--- config.mk ---
export PLATFORM = sky130hd
export DESIGN_NAME = morph_window_minmax
export DESIGN_NICKNAME = d
export VERILOG_FILES = /design/src/rtl/morph_window_minmax.sv
export SDC_FILE = /design/constraint.sdc
export NUM_CORES = 1
export LEC_CHECK = 0
export CAP_MARGIN = 30
export CORE_UTILIZATION = 50
export CTS_BUF_LIST = sky130_fd_sc_hd__clkbuf_4 sky130_fd_sc_hd__clkbuf_8
export DETAILED_ROUTE_END_ITERATION = 10
export PLACE_DENSITY = 0.74
export SLEW_MARGIN = 25
export SYNTH_ARGS = -nofsm -noshare
export SYNTH_HDL_FRONTEND = slang
export SYNTH_SLANG_ARGS = --single-unit
--- constraint.sdc ---
create_clock -name clk -period 164.9 [get_ports clk]
set_input_delay 41.225 -clock clk [delete_from_list [all_inputs] [get_ports clk]]
set_output_delay 41.225 -clock clk [all_outputs]
set_load 0.005 [all_outputs]
--- src/rtl/morph_window_minmax.sv ---
// Streaming 3x3 grey-scale dilation/erosion with centre-aligned pixel, max and min outputs.
// Define MORPH_BORDER_CLIP_EN to use only in-image taps at borders; otherwise border pixels pass through.
module morph_window_minmax #(
    parameter int IMG_W = 64,
    parameter int IMG_H = 64,
    parameter int DW    = 8
) (
    input  logic          clk,
    input  logic          rst,
    input  logic          in_valid,
    output logic          in_ready,
    input  logic [DW-1:0] in_pixel,
    output logic          out_valid,
    input  logic          out_ready,
    output logic [DW-1:0] out_pixel,
    output logic [DW-1:0] out_dilate,
    output logic [DW-1:0] out_erode,
    output logic          out_last,
    output logic          busy
);

    // state | meaning
    // RUN   | accepting frame pixels, window shifts on each accepted pixel
    // FLUSH | frame fully accepted, shifting IMG_W+1 zero pixels to drain the last outputs
    typedef enum logic {RUN, FLUSH} state_t;

    localparam int NPIX = IMG_W * IMG_H;
    localparam int IW   = $clog2(NPIX);
    localparam int PW   = $clog2(IMG_W + 2);
    localparam int RW   = $clog2(IMG_H);
    localparam int CW   = $clog2(IMG_W);
    localparam int SL   = 2 * IMG_W + 2;

    state_t          state, state_nx;
    logic [DW-1:0]   sr [0:SL-1];
    logic [DW-1:0]   nwin [0:SL];
    logic [IW-1:0]   in_idx;
    logic [PW-1:0]   fill_cnt;
    logic [PW-1:0]   flush_cnt;
    logic [RW-1:0]   pos_row;
    logic [CW-1:0]   pos_col;
    logic            adv, shift, produce, pos_last;
    logic            row_top, row_bot, col_lft, col_rgt, is_border;
    logic [DW-1:0]   pix_in, centre, win_max, win_min, dil_nx, ero_nx;
    logic [DW-1:0]   tap_hi [0:8];
    logic [DW-1:0]   tap_lo [0:8];

    assign adv = !out_valid || out_ready;

    always_comb begin
        state_nx = state;
        in_ready = 1'b0;
        shift    = 1'b0;
        case (state)
            RUN: begin
                in_ready = adv && !rst;
                shift    = in_valid && in_ready;
                if (shift && in_idx == IW'(NPIX - 1))
                    state_nx = FLUSH;
            end
            FLUSH: begin
                shift = adv;
                if (adv && flush_cnt == PW'(IMG_W))
                    state_nx = RUN;
            end
            default: state_nx = RUN;
        endcase
    end

    // fill_cnt saturates at IMG_W+1: from then on each shift completes one centre position
    assign produce  = shift && (fill_cnt == PW'(IMG_W + 1));
    assign row_top  = (pos_row == '0);
    assign row_bot  = (pos_row == RW'(IMG_H - 1));
    assign col_lft  = (pos_col == '0);
    assign col_rgt  = (pos_col == CW'(IMG_W - 1));
    assign is_border = row_top || row_bot || col_lft || col_rgt;
    assign pos_last = row_bot && col_rgt;
    assign pix_in   = (state == RUN) ? in_pixel : '0;

    always_comb begin
        nwin[0] = pix_in;
        for (int i = 1; i <= SL; i++)
            nwin[i] = sr[i-1];
    end

    // Tap k: k/3 = 0 is the row below the centre (newest), k%3 = 0 is the right-hand column
    for (genvar k = 0; k < 9; k++) begin : g_tap
        localparam bit ABOVE = (k / 3 == 2);
        localparam bit BELOW = (k / 3 == 0);
        localparam bit LEFT  = (k % 3 == 2);
        localparam bit RIGHT = (k % 3 == 0);
        logic [DW-1:0] tap;
        assign tap = nwin[(k / 3) * IMG_W + (k % 3)];
`ifdef MORPH_BORDER_CLIP_EN
        logic tap_ok;
        assign tap_ok = !((ABOVE && row_top) || (BELOW && row_bot) ||
                          (LEFT && col_lft) || (RIGHT && col_rgt));
        assign tap_hi[k] = tap_ok ? tap : '0;
        assign tap_lo[k] = tap_ok ? tap : '1;
`else
        assign tap_hi[k] = tap;
        assign tap_lo[k] = tap;
`endif
    end

    assign centre = nwin[IMG_W + 1];

    always_comb begin
        win_max = '0;
        win_min = '1;
        for (int k = 0; k < 9; k++) begin
            if (tap_hi[k] > win_max) win_max = tap_hi[k];
            if (tap_lo[k] < win_min) win_min = tap_lo[k];
        end
    end

`ifdef MORPH_BORDER_CLIP_EN
    assign dil_nx = win_max;
    assign ero_nx = win_min;
`else
    assign dil_nx = is_border ? centre : win_max;
    assign ero_nx = is_border ? centre : win_min;
`endif

    // Line storage carries no reset; stale contents only ever reach masked or bypassed taps
    always_ff @(posedge clk) begin
        if (shift) begin
            sr[0] <= pix_in;
            for (int i = 1; i < SL; i++)
                sr[i] <= sr[i-1];
        end
    end

    always_ff @(posedge clk or posedge rst) begin
        if (rst) begin
            state      <= RUN;
            in_idx     <= '0;
            fill_cnt   <= '0;
            flush_cnt  <= '0;
            pos_row    <= '0;
            pos_col    <= '0;
            out_valid  <= 1'b0;
            out_pixel  <= '0;
            out_dilate <= '0;
            out_erode  <= '0;
            out_last   <= 1'b0;
            busy       <= 1'b0;
        end else begin
            state <= state_nx;
            if (state == RUN && shift)
                in_idx <= (in_idx == IW'(NPIX - 1)) ? '0 : in_idx + 1'b1;
            if (state == FLUSH && shift)
                flush_cnt <= (flush_cnt == PW'(IMG_W)) ? '0 : flush_cnt + 1'b1;
            if (shift) begin
                if (!produce)
                    fill_cnt <= fill_cnt + 1'b1;
                else if (pos_last)
                    fill_cnt <= '0;
            end
            if (produce) begin
                if (col_rgt) begin
                    pos_col <= '0;
                    pos_row <= pos_last ? '0 : pos_row + 1'b1;
                end else begin
                    pos_col <= pos_col + 1'b1;
                end
            end
            if (adv) begin
                out_valid <= produce;
                out_last  <= produce && pos_last;
                if (produce) begin
                    out_pixel  <= centre;
                    out_dilate <= dil_nx;
                    out_erode  <= ero_nx;
                end
            end
            if (out_valid && out_ready && out_last)
                busy <= 1'b0;
            if (state == RUN && shift)
                busy <= 1'b1;
        end
    end

endmodule
## Word-level counts from Yosys, hierarchy flattened

Memories as Yosys holds them, arrays and structs flattened.
Index checks and enable logic that the tools add are counted.

| word-level totals | value |
|---|---|
| output and inout bits | 28 |
| input port bits | 12 |
| bits in writable memories | 1,040 |
| register bits | 66 |
| logic and storage cells | 102 |
| memories | 1 |

| operators by class | value |
|---|---|
| equal/unequal tests | 6 |
| add/subtract/negate cells | 5 |
| bitwise logic cells | 1 |
| reductions and logical operators | 23 |
| $lt $le $gt $ge | 18 |
| muxes and demuxes | 36 |

Memory list:

| memory | words | width | read ports | clocked after memory_dff | write ports | RTL line | source |
|---|---|---|---|---|---|---|---|
| sr | 130 | 8 | 130 | 0 | 130 | 35 | `logic [DW-1:0] sr [0:SL-1];` |

Operators by type and width:

| kind | count |
|---|---|
| 2-to-1 mux 8 bit | 21 |
| greater-than comparator 8 bit | 8 |
| less-than comparator 8 bit | 8 |
| 2-to-1 mux 7 bit | 3 |
| adder 7 x 1 -> 7 bit (second input constant) | 2 |
| == test 7 bit (second input constant) | 2 |
| adder 12 x 1 -> 12 bit (second input constant) | 1 |
| adder 6 x 1 -> 6 bit (second input constant) | 2 |
| == test 12 bit (second input constant) | 1 |
| == test 6 bit (second input constant) | 2 |
| zero test 6 bit | 2 |
| 2-to-1 mux 12 bit | 1 |
| 2-to-1 mux 6 bit | 2 |
| logical AND 1 bit | 11 |
| greater-than comparator 8 x 1 -> 1 bit (second input constant) | 1 |
| less-than comparator 8 bit (second input constant) | 1 |
| 2-to-1 mux 1 bit | 7 |
| AND reduction 2 bit | 3 |
| logical OR 1 bit | 4 |
| one-hot mux 1 bit (2 select lines) | 2 |
| zero test 1 bit | 2 |
| != test 2 x 1 -> 1 bit (second input constant) | 1 |
| nonzero test 2 bit | 1 |
| inverter 1 bit | 1 |

## Logic depth before layout (Yosys ltp)

Gate-level depths: netlist (run 1).

| depth | value |
|---|---|
| depth after elaboration | 20 |
| gate-level depth with buffers | 78 |

## Least setup slack after synthesis (run 1)

No wires, ideal clock.

| timing | value |
|---|---|
| path type | in2reg |
| start point | input port rst |
| end point | register fill_cnt[5] |
| path slack | 67.891 ns |
| cell stages on the path | 7 |
| library setup time | 0.123 ns |
| buffers on the path | 0 |
| data arrival time | 96.886 ns |
| cell sequence | inv_1 a21oi_1 nor2_1 o21ai_0 or3_1 or2_2 xnor2_1 |

| on the way | value |
|---|---|
| longest elaborated chain between the ends | 7 |

Ends and longest elaborated chain:

| what | RTL line | source |
|---|---|---|
| from (decl) | 9 | `input logic rst,` |
| zero test 1 bit (no line) (*) | n/a |  |
| logical AND 1 bit (*) | 56 | `in_ready = adv && !rst;` |
| logical AND 1 bit (*) | 57 | `shift = in_valid && in_ready;` |
| one-hot mux 1 bit (2 select lines) (*) | 54 | `case (state)` |
| via shift | 42 | `logic adv, shift, produce, pos_last;` |
| logical AND 1 bit | 71 | `assign produce = shift && (fill_cnt == PW'(IMG_W + 1));` |
| != test 2 x 1 -> 1 bit (no line) | n/a |  |
| AND reduction 2 bit (no line) | n/a |  |
| to (signal assigned) | 156 | `fill_cnt <= fill_cnt + 1'b1;` |
| to (decl) | 38 | `logic [PW-1:0] fill_cnt;` |

The timed path passes the listed nets; every way through them passes the cells marked *.
A chain may end at the register's enable or synchronous reset.

## Worst setup path after layout (run 1)

| timing | value |
|---|---|
| start point | input port out_ready |
| end point | output port in_ready |

| on the way | value |
|---|---|
| longest elaborated chain between the ends | 3 |

Ends and longest elaborated chain:

| what | RTL line | source |
|---|---|---|
| from (decl) | 14 | `input logic out_ready,` |
| logical OR 1 bit | 48 | `assign adv = !out_valid \|\| out_ready;` |
| logical AND 1 bit | 56 |  |
| 2-to-1 mux 1 bit | 54 |  |
| to (decl) | 11 | `output logic in_ready,` |

Every way passes these cells.

==> reports/qor.txt, run 1 <==
Outcome - finished clean
Post-CTS sizing - 0
Height of the die - 282 um
Worst IR Drop VDD - 9.01 uV
Grt met3 use - 3.84%
Final Setup Violations - 0
Async SR Flop Fraction - 5.97%
H-tree lvl count - 4
Ys flop type - edfxtp_1
Post-synth EDFFs - 1040
Core area - 0.0776 mm^2
GRT Max-Usage Layer - met2
RSZ-0062 raised after global routing - false
Max Clk Rate - 0.0119 GHz
Gpl congestion - 0.845
Distinct cell type count after synthesis - 86
Fin util - 57.2%
Root Buffer - clkbuf_8
Met2 GRT Util - 23.2%
Tightest Hold Check Type - register to register
Avg Cell Area, Syn - 19.3 um^2
Warnings from Yosys - 0
Reg2reg start - state
Max-cap viol count - 0
Reg2Reg Depth - 68
Core Rows - 102
Via Count - 17.8k
Largest net degree at the start of global routing - 218
DRT antenna net count - 0
Lkg Pwr - 15.7 nW
TritonCTS clock tree - done
Fin. Hold Viols - 0
Routed WL - 62400 um
Crit Path Max Fanout - 5
Fill count - 5539
Vias in the first global route - 17.9k
WHS Endpoint - sr[93][1]
Critical path data required time - 123.67 ns
Critical Path End Type - output pin
Routed vias/inst - 5.23
Worst R2R End - out_dilate[0]
Pwr Total - 0.621 mW
Post-CTS Hold Fix Bufs - 0
GRT Total Usage - 15.9%
Critical path launch point type - input port
Clk_lat worst skew - 0.81 ns
Sink Count - 1106
Antenna diode count - 0
Layout cells sized above 1 - 14.4%
DRT Pass-1 Iters - 5
Post-Synthesis Net Count - 2176
Synth-to-layout area growth - 12.8%
Most frequent cells in the layout - 1040 x edfxtp_1, 166 x clkbuf_8, 122 x ha_1
Setup_tns - 0 ns
CP arrival - 42.74 ns
Setup Crit Path Kind - input port to output pin
Total gr overflow - 0
Slew headroom - 30.0%
Num CTS Buffers - 163
I/O Pins - 40
GR Layer Usage met1 - 23.0%
Post-synthesis cell area - 0.0393 mm^2
Clk_skew - 0.0370 ns
CTS Buffer Depth - 3
Post-detail-place hpwl - 34800 um
Routed WL per cell - 18.3 um
PD cells - 14.0 mW/mm^2
Hold WS - 0.391 ns
DRT iter0 DRCs - 1438
Pins over their slew limit - 0
Fin crit period - 83.97 ns
WHS Path Cells - 0
#FFs+latches synth - 1106
Post-CTS Setup Inserts - 0
Initial core utilization - 50.7%
Die Wd - 282 um
Clock transition at the registers of the reported paths - 0.06 ns
Most common cell after layout, fill and taps aside - edfxtp_1
Wire length of the first global-routing pass - 97600 um
IO Port Bufs - 39
Antenna violations before repair - 0
Final Cycle Share - 50.9%
Nets - 2373
Seq/Total Area, Yosys - 83.6%
Slew @ Worst Pin - 1.05 ns
Hold wc startpoint - sr[92][1]
Synth Instances - 2042
R2R Setup Slk - 147.76 ns
Die area - 0.0798 mm^2
Residual DRC - 0
## power breakdown
part | leakage [nW] | total [mW] | internal, mW | switching [mW]
combinational | 3.38 | 0.0842 | 0.0322 | 0.0520
clock | 1.66 | 0.212 | 0.110 | 0.102
sequential | 10.6 | 0.325 | 0.320 | 0.00546
## worst max-delay path by stage
stage                          from     endpoint  slack (ns)  depth (start not counted)
final                     out_ready     in_ready       80.93                          4
after CTS                 out_ready     in_ready       80.94                          4
after floorplan                 rst  fill_cnt[5]       67.89                          7
after detailed placement  out_ready     in_ready       80.95                          4
after global routing      out_ready     in_ready       80.86                          4
after global placement    out_ready     in_ready       81.00                          4
## final cells by class
type | instances | area (um^2) | share of cell area [%]
clock inverter | 88 | 576 | 1.30
timing repair buffer | 55 | 628 | 1.42
tap | 1040 | 1300 | 2.93
inverter | 89 | 334 | 0.753
sequential | 1106 | 32900 | 74.1
multi-input combinational | 824 | 6020 | 13.6
clock buffer | 209 | 2610 | 5.88
## registers in the layout (all words and copies together), names as in the netlist, 6 cells and up
name        flops
fill_cnt        7
pos_col         6
out_dilate      8
flush_cnt       7
out_pixel       8
in_idx         12
out_erode       8
sr           1040
pos_row         6
## metrics by stage
step | worst slack (ns) | cells | instance area (um^2)
2_1_floorplan | 67.89 | 2042 | 39300
3_3_place_gp | 81.00 | 3110 | 41100
3_5_place_dp | 80.95 | 3111 | 41100
4_1_cts | 80.94 | 3408 | 44300
5_1_grt | 80.86 | 3411 | 44400
6_report | 80.93 | 3411 | 44400
## cells by family (layout without fill, tap and decap cells)
family | count (synthesis) | count (layout) | synth area share (%)
AND/OR/NAND/NOR | 349 | 349 | 4.50
AO/OA/AOI/OAI | 271 | 271 | 4.73
flip-flops | 1106 | 1106 | 83.6
adder cells (fa/ha/maj) | 123 | 123 | 3.91
buffers and inverters | 112 | 441 | 1.13
XOR/XNOR | 21 | 21 | 0.468
multiplexers | 60 | 60 | 1.65
## metal layers
metal / wire, um / vias up
met3: 2880 / 110
met5: 0 / -
met1: 30100 / 8932
li1: - / 8388
met2: 28100 / 396
met4: 1300 / 0
## Yosys cell counts (all sizes together), types with 17 or more instances
cell type / instances / area [um^2]
or3: 19 / 120
nand2: 92 / 345
nand4: 27 / 169
dfrtp: 66 / 1650
xnor2: 17 / 149
nand3: 37 / 198
inv: 89 / 334
nor2: 76 / 293
nor2b: 23 / 151
o21a: 17 / 128
a21o: 29 / 220
edfxtp: 1040 / 31200
mux2i: 25 / 250
a21oi: 71 / 374
ha: 122 / 1530
mux2: 35 / 398
o21ai: 63 / 315
## worst max-delay path, cell delays in order
cell             delay, ns
clkdlybuf4s50_1       0.51
nor2b_1               0.13
nor3_1                0.30
clkdlybuf4s50_1       0.57
(Power assumes the default switching activity.)
==> run 2, diff against run 1 <==
--- a/config.mk
+++ b/config.mk
@@ -9,7 +9,7 @@
 export CORE_UTILIZATION = 50
 export CTS_BUF_LIST = sky130_fd_sc_hd__clkbuf_4 sky130_fd_sc_hd__clkbuf_8
 export DETAILED_ROUTE_END_ITERATION = 10
-export PLACE_DENSITY = 0.74
+export PLACE_DENSITY = 0.76
 export SLEW_MARGIN = 25
 export SYNTH_ARGS = -nofsm -noshare
 export SYNTH_HDL_FRONTEND = slang
==> constraint.sdc (replaced) <==
create_clock -name clk -period 72.4 [get_ports clk]
set_input_delay 18.1 -clock clk [delete_from_list [all_inputs] [get_ports clk]]
set_output_delay 18.1 -clock clk [all_outputs]
set_load 0.005 [all_outputs]
==> run 2 against run 1 <==
  * Flip-flop and latch count stayed put
  * Register-to-register slack worse by 92 ns
  * Sequential share of layout area is 0.30 points lower
  * Wire length increased by 0.30%
  * Total power increased by 130%
==> reports/qor.txt, run 2 (synthesis results as in run 1) <==
H-tree lvl count - 4 (unchanged)
CP max stage delay - 0.49 ns (-0.08 ns)
CP max-delay cell - clkdlybuf4s50_1
Fin crit period - 37.71 ns
Clock transition at the registers of the reported paths - 0.06 ns (about the same)
Post-Layout Cell Count - 3410 (-0.029%)
Most flops, register - sr
Critical path data required time - 54.30 ns (-69.37 ns)
Vias in the first global route - 17.7k (-0.89%)
DRT iter0 DRCs - 1373 (-4.5%)
Die Wd - 282 um (unchanged)
RSZ-0062 raised after global routing - false
Internal power - 1.06 mW (+130%)
Post-CTS Hold Fix Bufs - 0 (unchanged)
Post-CTS sizing - 0 (unchanged)
Critical Path End Type - output pin
Core area - 0.0776 mm^2 (unchanged)
CTS Buffer Depth - 3 (unchanged)
CP Cell Sequence - clkdlybuf4s50_1 -> nor2b_1 -> nor3_1 -> clkdlybuf4s50_1
WHS Path Cells - 0 (unchanged)
Post-CTS Setup Inserts - 0 (unchanged)
DRT antenna net count - 0 (unchanged)
PD cells - 32.1 mW/mm^2 (+130%)
Final Cycle Share - 52.1%
Worst R2R End - out_erode[5]
Most frequent cells in the layout - 1040 x edfxtp_1, 162 x clkbuf_8, 122 x ha_1
Height of the die - 282 um (unchanged)
Net Sw Frac - 25.7% (-0.029 points)
GRT Total Usage - 15.9% (about the same)
Fill count - 5600 (+1.1%)
Core Rows - 102 (unchanged)
Max reg flops - 1040 (unchanged)
Most common cell after layout, fill and taps aside - edfxtp_1
Max Clk Rate - 0.0265 GHz
Largest net degree at the start of global routing - 233 (+6.9%)
IO Port Bufs - 39 (unchanged)
Outcome - finished clean
Lkg Pwr - 15.8 nW (+0.77%)
Sequential cell fraction of total power - 51.7% (-0.6 points)
Setup Crit Path Kind - input port to output pin
R2R Setup Slk - 55.39 ns (-92.37 ns)
Slew @ Worst Pin - 0.910 ns (-0.141 ns)
Post-detail-place hpwl - 35400 um (+1.7%)
Residual DRC - 0 (unchanged)
Inst Count DP - 3116 (+0.16%)
Nets - 2382 (+0.38%)
Die area - 0.0798 mm^2 (unchanged)
Most used cell along the critical path - clkdlybuf4s50_1
Layout cells sized above 1 - 15.1% (+0.64 points)
Fin util - 57.4% (+0.23 points)
Antenna diode count - 0 (unchanged)
Wire length of the first global-routing pass - 97600 um (about the same)
Synth-to-layout area growth - 13.2%
Clk_lat worst skew - 0.79 ns (-0.02 ns)
Num CTS Buffers - 161 (-1.2%)
Max-cap viol count - 0 (unchanged)
Clk_skew - 0.0369 ns (-0.0000164 ns)
Psw - 0.367 mW (+130%)
Place WS - 34.72 ns (-46.23 ns)
Final Setup Violations - 0 (unchanged)
Hold wc startpoint - sr[111][6]
CP arrival - 19.61 ns (-23.13 ns)
Routed WL per cell - 18.3 um (+0.33%)
DRT Pass-1 Iters - 5 (unchanged)
Reg2Reg Depth - 72 (+5.9%)
WHS Endpoint - sr[112][6]
Gpl congestion - 0.858 (+1.5%)
Root Buffer - clkbuf_8
Reg2reg start - state
Gate power share - 13.7% (about the same)
Clock power frac - 34.6% (+0.5 points)
Initial core utilization - 50.7% (unchanged)
Slew headroom - 39.3% (+9.4 points)
Via Count - 17.8k (-0.039%)
Tightest Hold Check Type - register to register
TritonCTS clock tree - done
Sink Count - 1106 (unchanged)
Antenna violations before repair - 1 (+1)
Post-route setup slack - 34.69 ns (-46.24 ns)
Critical path launch point type - input port
Largest regs - sr (1040), in_idx (12)
Setup_tns - 0 ns (unchanged)
Routed WL - 62600 um (+0.30%)
I/O Pins - 40 (unchanged)
CP top delay family - buffers and inverters
Total gr overflow - 0 (unchanged)
Worst IR Drop VDD - 24.3 uV (+170%)
Critical path buffers and inverters - 2 (unchanged)
Routed vias/inst - 5.23 (about the same)
Crit Path Max Fanout - 5 (unchanged)
Pins over their slew limit - 0 (unchanged)
Fin. Hold Viols - 0 (unchanged)
run 2: cell count changes in the layout (fill, tap and decap cells not counted), moves of 3 or more:
| cell | change |
|---|---|
| bufinv_16 | +3 |
| inv_12 | +3 |
| buf_16 | +5 |
| clkbuf_8 | -4 |
| buf_4 | +8 |
| clkinvlp_4 | -3 |
| clkinv_1 | -18 |
| clkbuf_4 | +7 |
run 2: metrics by stage:
step	total power [mW]	hold slack, ns	area, um^2
finish	1.43	0.395	44500
global route	1.50	0.407	44500
detailed placement	0.943	0.405	41100
floorplan	0.914	0.400	39300
global placement	0.936	0.401	41100
CTS	1.44	0.392	44300
run 2: worst max path at each step:
stage / to / startpoint / slack [ns] / depth (start not counted)
final: in_ready / out_ready / 34.69 / 4
after detailed placement: in_ready / out_ready / 34.72 / 4
after floorplan: fill_cnt[5] / rst / 19.35 / 7
after CTS: in_ready / out_ready / 34.71 / 4
after global placement: in_ready / out_ready / 34.74 / 4
after global routing: in_ready / out_ready / 34.61 / 4
run 2: power by group through the flow:
stage | clock network (mW) | logic [mW] | registers, mW
after floorplan | 0 | 0.142 | 0.772
after global placement | 0 | 0.184 | 0.752
after detailed placement | 0 | 0.191 | 0.753
after CTS | 0.511 | 0.192 | 0.741
after global routing | 0.538 | 0.217 | 0.742
final | 0.495 | 0.195 | 0.740
run 2: per-layer routing:
metal  vias to the layer above  share of wire [%]  GRT usage (%)
li1                       8384                  -              -
met1                      8879                 48           23.8
met2                       443                 45           22.8
met3                       113                4.8           3.31
met4                         0                2.2           6.40
met5                         -                  0              0
run 2: layout make-up:
type | count | area, um^2 | share of cell area, %
inverters | 89 | 334 | 0.750
repair buffers | 66 | 773 | 1.74
clock buffers | 212 | 2610 | 5.85
flip-flops and latches | 1106 | 32900 | 73.8
well taps | 1040 | 1300 | 2.92
clock inverters | 73 | 619 | 1.39
multi-input cells | 824 | 6020 | 13.5
==> run 3, diff against run 2 <==
==> constraint.sdc (replaced) <==
create_clock -name clk -period 33.7 [get_ports clk]
set_input_delay 8.425 -clock clk [delete_from_list [all_inputs] [get_ports clk]]
set_output_delay 8.425 -clock clk [all_outputs]
set_load 0.005 [all_outputs]
==> run 3 against run 2 <==
  * Flip-flop and latch count unchanged
  * Highest routed layer unchanged
  * Via count about the same
  * Non-clock buffer count shrank 8
  * Sequential share of layout area increased by 0.098 points
  * Largest power group unchanged
  * First-iteration DRC count fell by 2.5%
  * Clock skew rose by 0.0011 ns
==> reports/qor.txt, run 3 (synthesis results as in run 1) <==
DRT iter0 DRCs - 1339 (-2.5%)
Sequential cell fraction of total power - 51.7% (about the same)
Post-CTS Hold Fix Bufs - 0 (unchanged)
Core area - 0.0776 mm^2 (unchanged)
Setup Crit Path Kind - input port to register
Gpl congestion - 0.860 (+0.23%)
CTS Buffer Depth - 3 (unchanged)
Fin util - 57.3% (-0.076 points)
Setup_tns - 0 ns (unchanged)
Slew @ Worst Pin - 1.06 ns (+0.147 ns)
GRT Total Usage - 15.8% (-0.050 points)
Final Setup Violations - 0 (unchanged)
DRT Pass-1 Iters - 5 (unchanged)
CP arrival - 24.70 ns (+5.09 ns)
Post-detail-place hpwl - 35700 um (+0.87%)
Root Buffer - clkbuf_8
Crit Path Max Fanout - 13 (+8)
IO Port Bufs - 39 (unchanged)
Synth-to-layout area growth - 13.1%
Clk_lat worst skew - 0.79 ns (about the same)
Wire length of the first global-routing pass - 97300 um (-0.40%)
Routed WL per cell - 18.2 um (-0.73%)
Post-route setup slack - 9.65 ns (-25.04 ns)
Outcome - finished clean
Routed vias/inst - 5.23 (about the same)
Core Rows - 102 (unchanged)
Post-CTS sizing - 0 (unchanged)
Most used cell along the critical path - a21oi_1
Layout cells sized above 1 - 14.8% (-0.24 points)
Pwr Total - 3.07 mW (+110%)
I/O Pins - 40 (unchanged)
CP max-delay cell - a31oi_1
Most flops, register - sr
Sink Count - 1106 (unchanged)
Nets - 2374 (-0.34%)
Vias in the first global route - 17.7k (-0.36%)
Max reg flops - 1040 (unchanged)
Antenna diode count - 0 (unchanged)
Critical Path End Type - register
Fin. Hold Viols - 0 (unchanged)
Psw - 0.785 mW (+110%)
Most frequent cells in the layout - 1040 x edfxtp_1, 163 x clkbuf_8, 122 x ha_1
Pins over their slew limit - 0 (unchanged)
Max Clk Rate - 0.0416 GHz
Clock transition at the registers of the reported paths - 0.06 ns (about the same)
Critical path launch point type - input port
Final Cycle Share - 71.4%
Slew headroom - 29.5% (-9.8 points)
Place WS - 9.01 ns (-25.71 ns)
Gate power share - 13.5% (-0.2 points)
Die Wd - 282 um (unchanged)
Max-cap viol count - 0 (unchanged)
Internal power - 2.29 mW (+120%)
Net Sw Frac - 25.5% (-0.10 points)
Critical path data required time - 34.35 ns (-19.95 ns)
H-tree lvl count - 4 (unchanged)
Die area - 0.0798 mm^2 (unchanged)
CP max stage delay - 0.74 ns (+0.25 ns)
Post-Layout Cell Count - 3408 (-0.059%)
Largest regs - sr (1040), in_idx (12)
PD cells - 69.1 mW/mm^2 (+120%)
DRT antenna net count - 0 (unchanged)
Tightest Hold Check Type - register to register
Lkg Pwr - 15.8 nW (-0.23%)
Total gr overflow - 0 (unchanged)
RSZ-0062 raised after global routing - false
Routed WL - 62100 um (-0.79%)
Most common cell after layout, fill and taps aside - edfxtp_1
Initial core utilization - 50.7% (unchanged)
Fin crit period - 24.05 ns
Clock power frac - 34.7% (about the same)
Num CTS Buffers - 161 (unchanged)
Residual DRC - 0 (unchanged)
Height of the die - 282 um (unchanged)
Worst IR Drop VDD - 45.9 uV (+89%)
Inst Count DP - 3113 (-0.096%)
Antenna violations before repair - 2 (+1)
Via Count - 17.8k (+0.028%)
TritonCTS clock tree - done
Post-CTS Setup Inserts - 0 (unchanged)
Largest net degree at the start of global routing - 224 (-3.9%)
Clk_skew - 0.0380 ns (+0.00107 ns)
-- run 3: cell count changes in the layout (fill, tap and decap cells not counted), moves of 3 or more --
cell / before / now
inv_8: 3 / 0
buf_16: 8 / 4
buf_4: 15 / 9
clkinv_2: 19 / 13
inv_16: 1 / 4
clkinv_1: 32 / 37
clkbuf_4: 50 / 57
-- run 3: area by class of cell --
class	instances	area [um^2]
Clock buffer	220	2670
Clock inverter	71	606
Fill cell	5599	33100
Inverter	89	334
Multi-Input combinational cell	824	6020
Sequential cell	1106	32900
Tap cell	1040	1300
Timing Repair Buffer	58	658
-- run 3: worst paths after layout --
kind / from / to / slack [ns] / depth (start not counted)
max in group asynchronous: rst / out_erode[6] / 24.86 / 3
worst max-delay path: in_pixel[5] / out_erode[3] / 9.65 / 75
worst min-delay path: sr[113][2] / sr[114][2] / 0.40 / 0
worst min register to register: sr[113][2] / sr[114][2] / 0.40 / 0
min in group asynchronous: rst / fill_cnt[4] / 8.28 / 3
worst max register to register: state / out_erode[3] / 17.02 / 74
-- run 3: per-stage QoR --
stage,hold WS [ns],area [um^2]
2_1_floorplan,0.400,39300
3_3_place_gp,0.402,41100
3_5_place_dp,0.405,41100
4_1_cts,0.396,44400
5_1_grt,0.404,44500
6_report,0.399,44500
-- run 3: metal layers --
layer | global-route usage, % | share of wire, % | routed length [um] | vias up
met4 | 6.96 | 2.5 | 1530 | 0
li1 | - | - | - | 8397
met1 | 23.7 | 49 | 30500 | 8854
met5 | 0 | 0 | 0 | -
met3 | 3.20 | 4.8 | 2960 | 119
met2 | 22.6 | 44 | 27100 | 454
-- run 3: power groups by stage --
stage	Clock [mW]	Combinational, mW	Sequential, mW
detailed placement	0	0.412	1.62
CTS	1.11	0.414	1.59
finish	1.07	0.416	1.59
floorplan	0	0.305	1.63
global route	1.16	0.464	1.59
global placement	0	0.398	1.62
-- run 3: worst max-delay path, delay by kind of cell --
family / cells / cell delay [ns]
simple gates: 26 / 5.25
compound gates: 30 / 5.89
buf+inv: 6 / 0.89
fa+ha+maj: 8 / 2.22
mux: 5 / 1.97
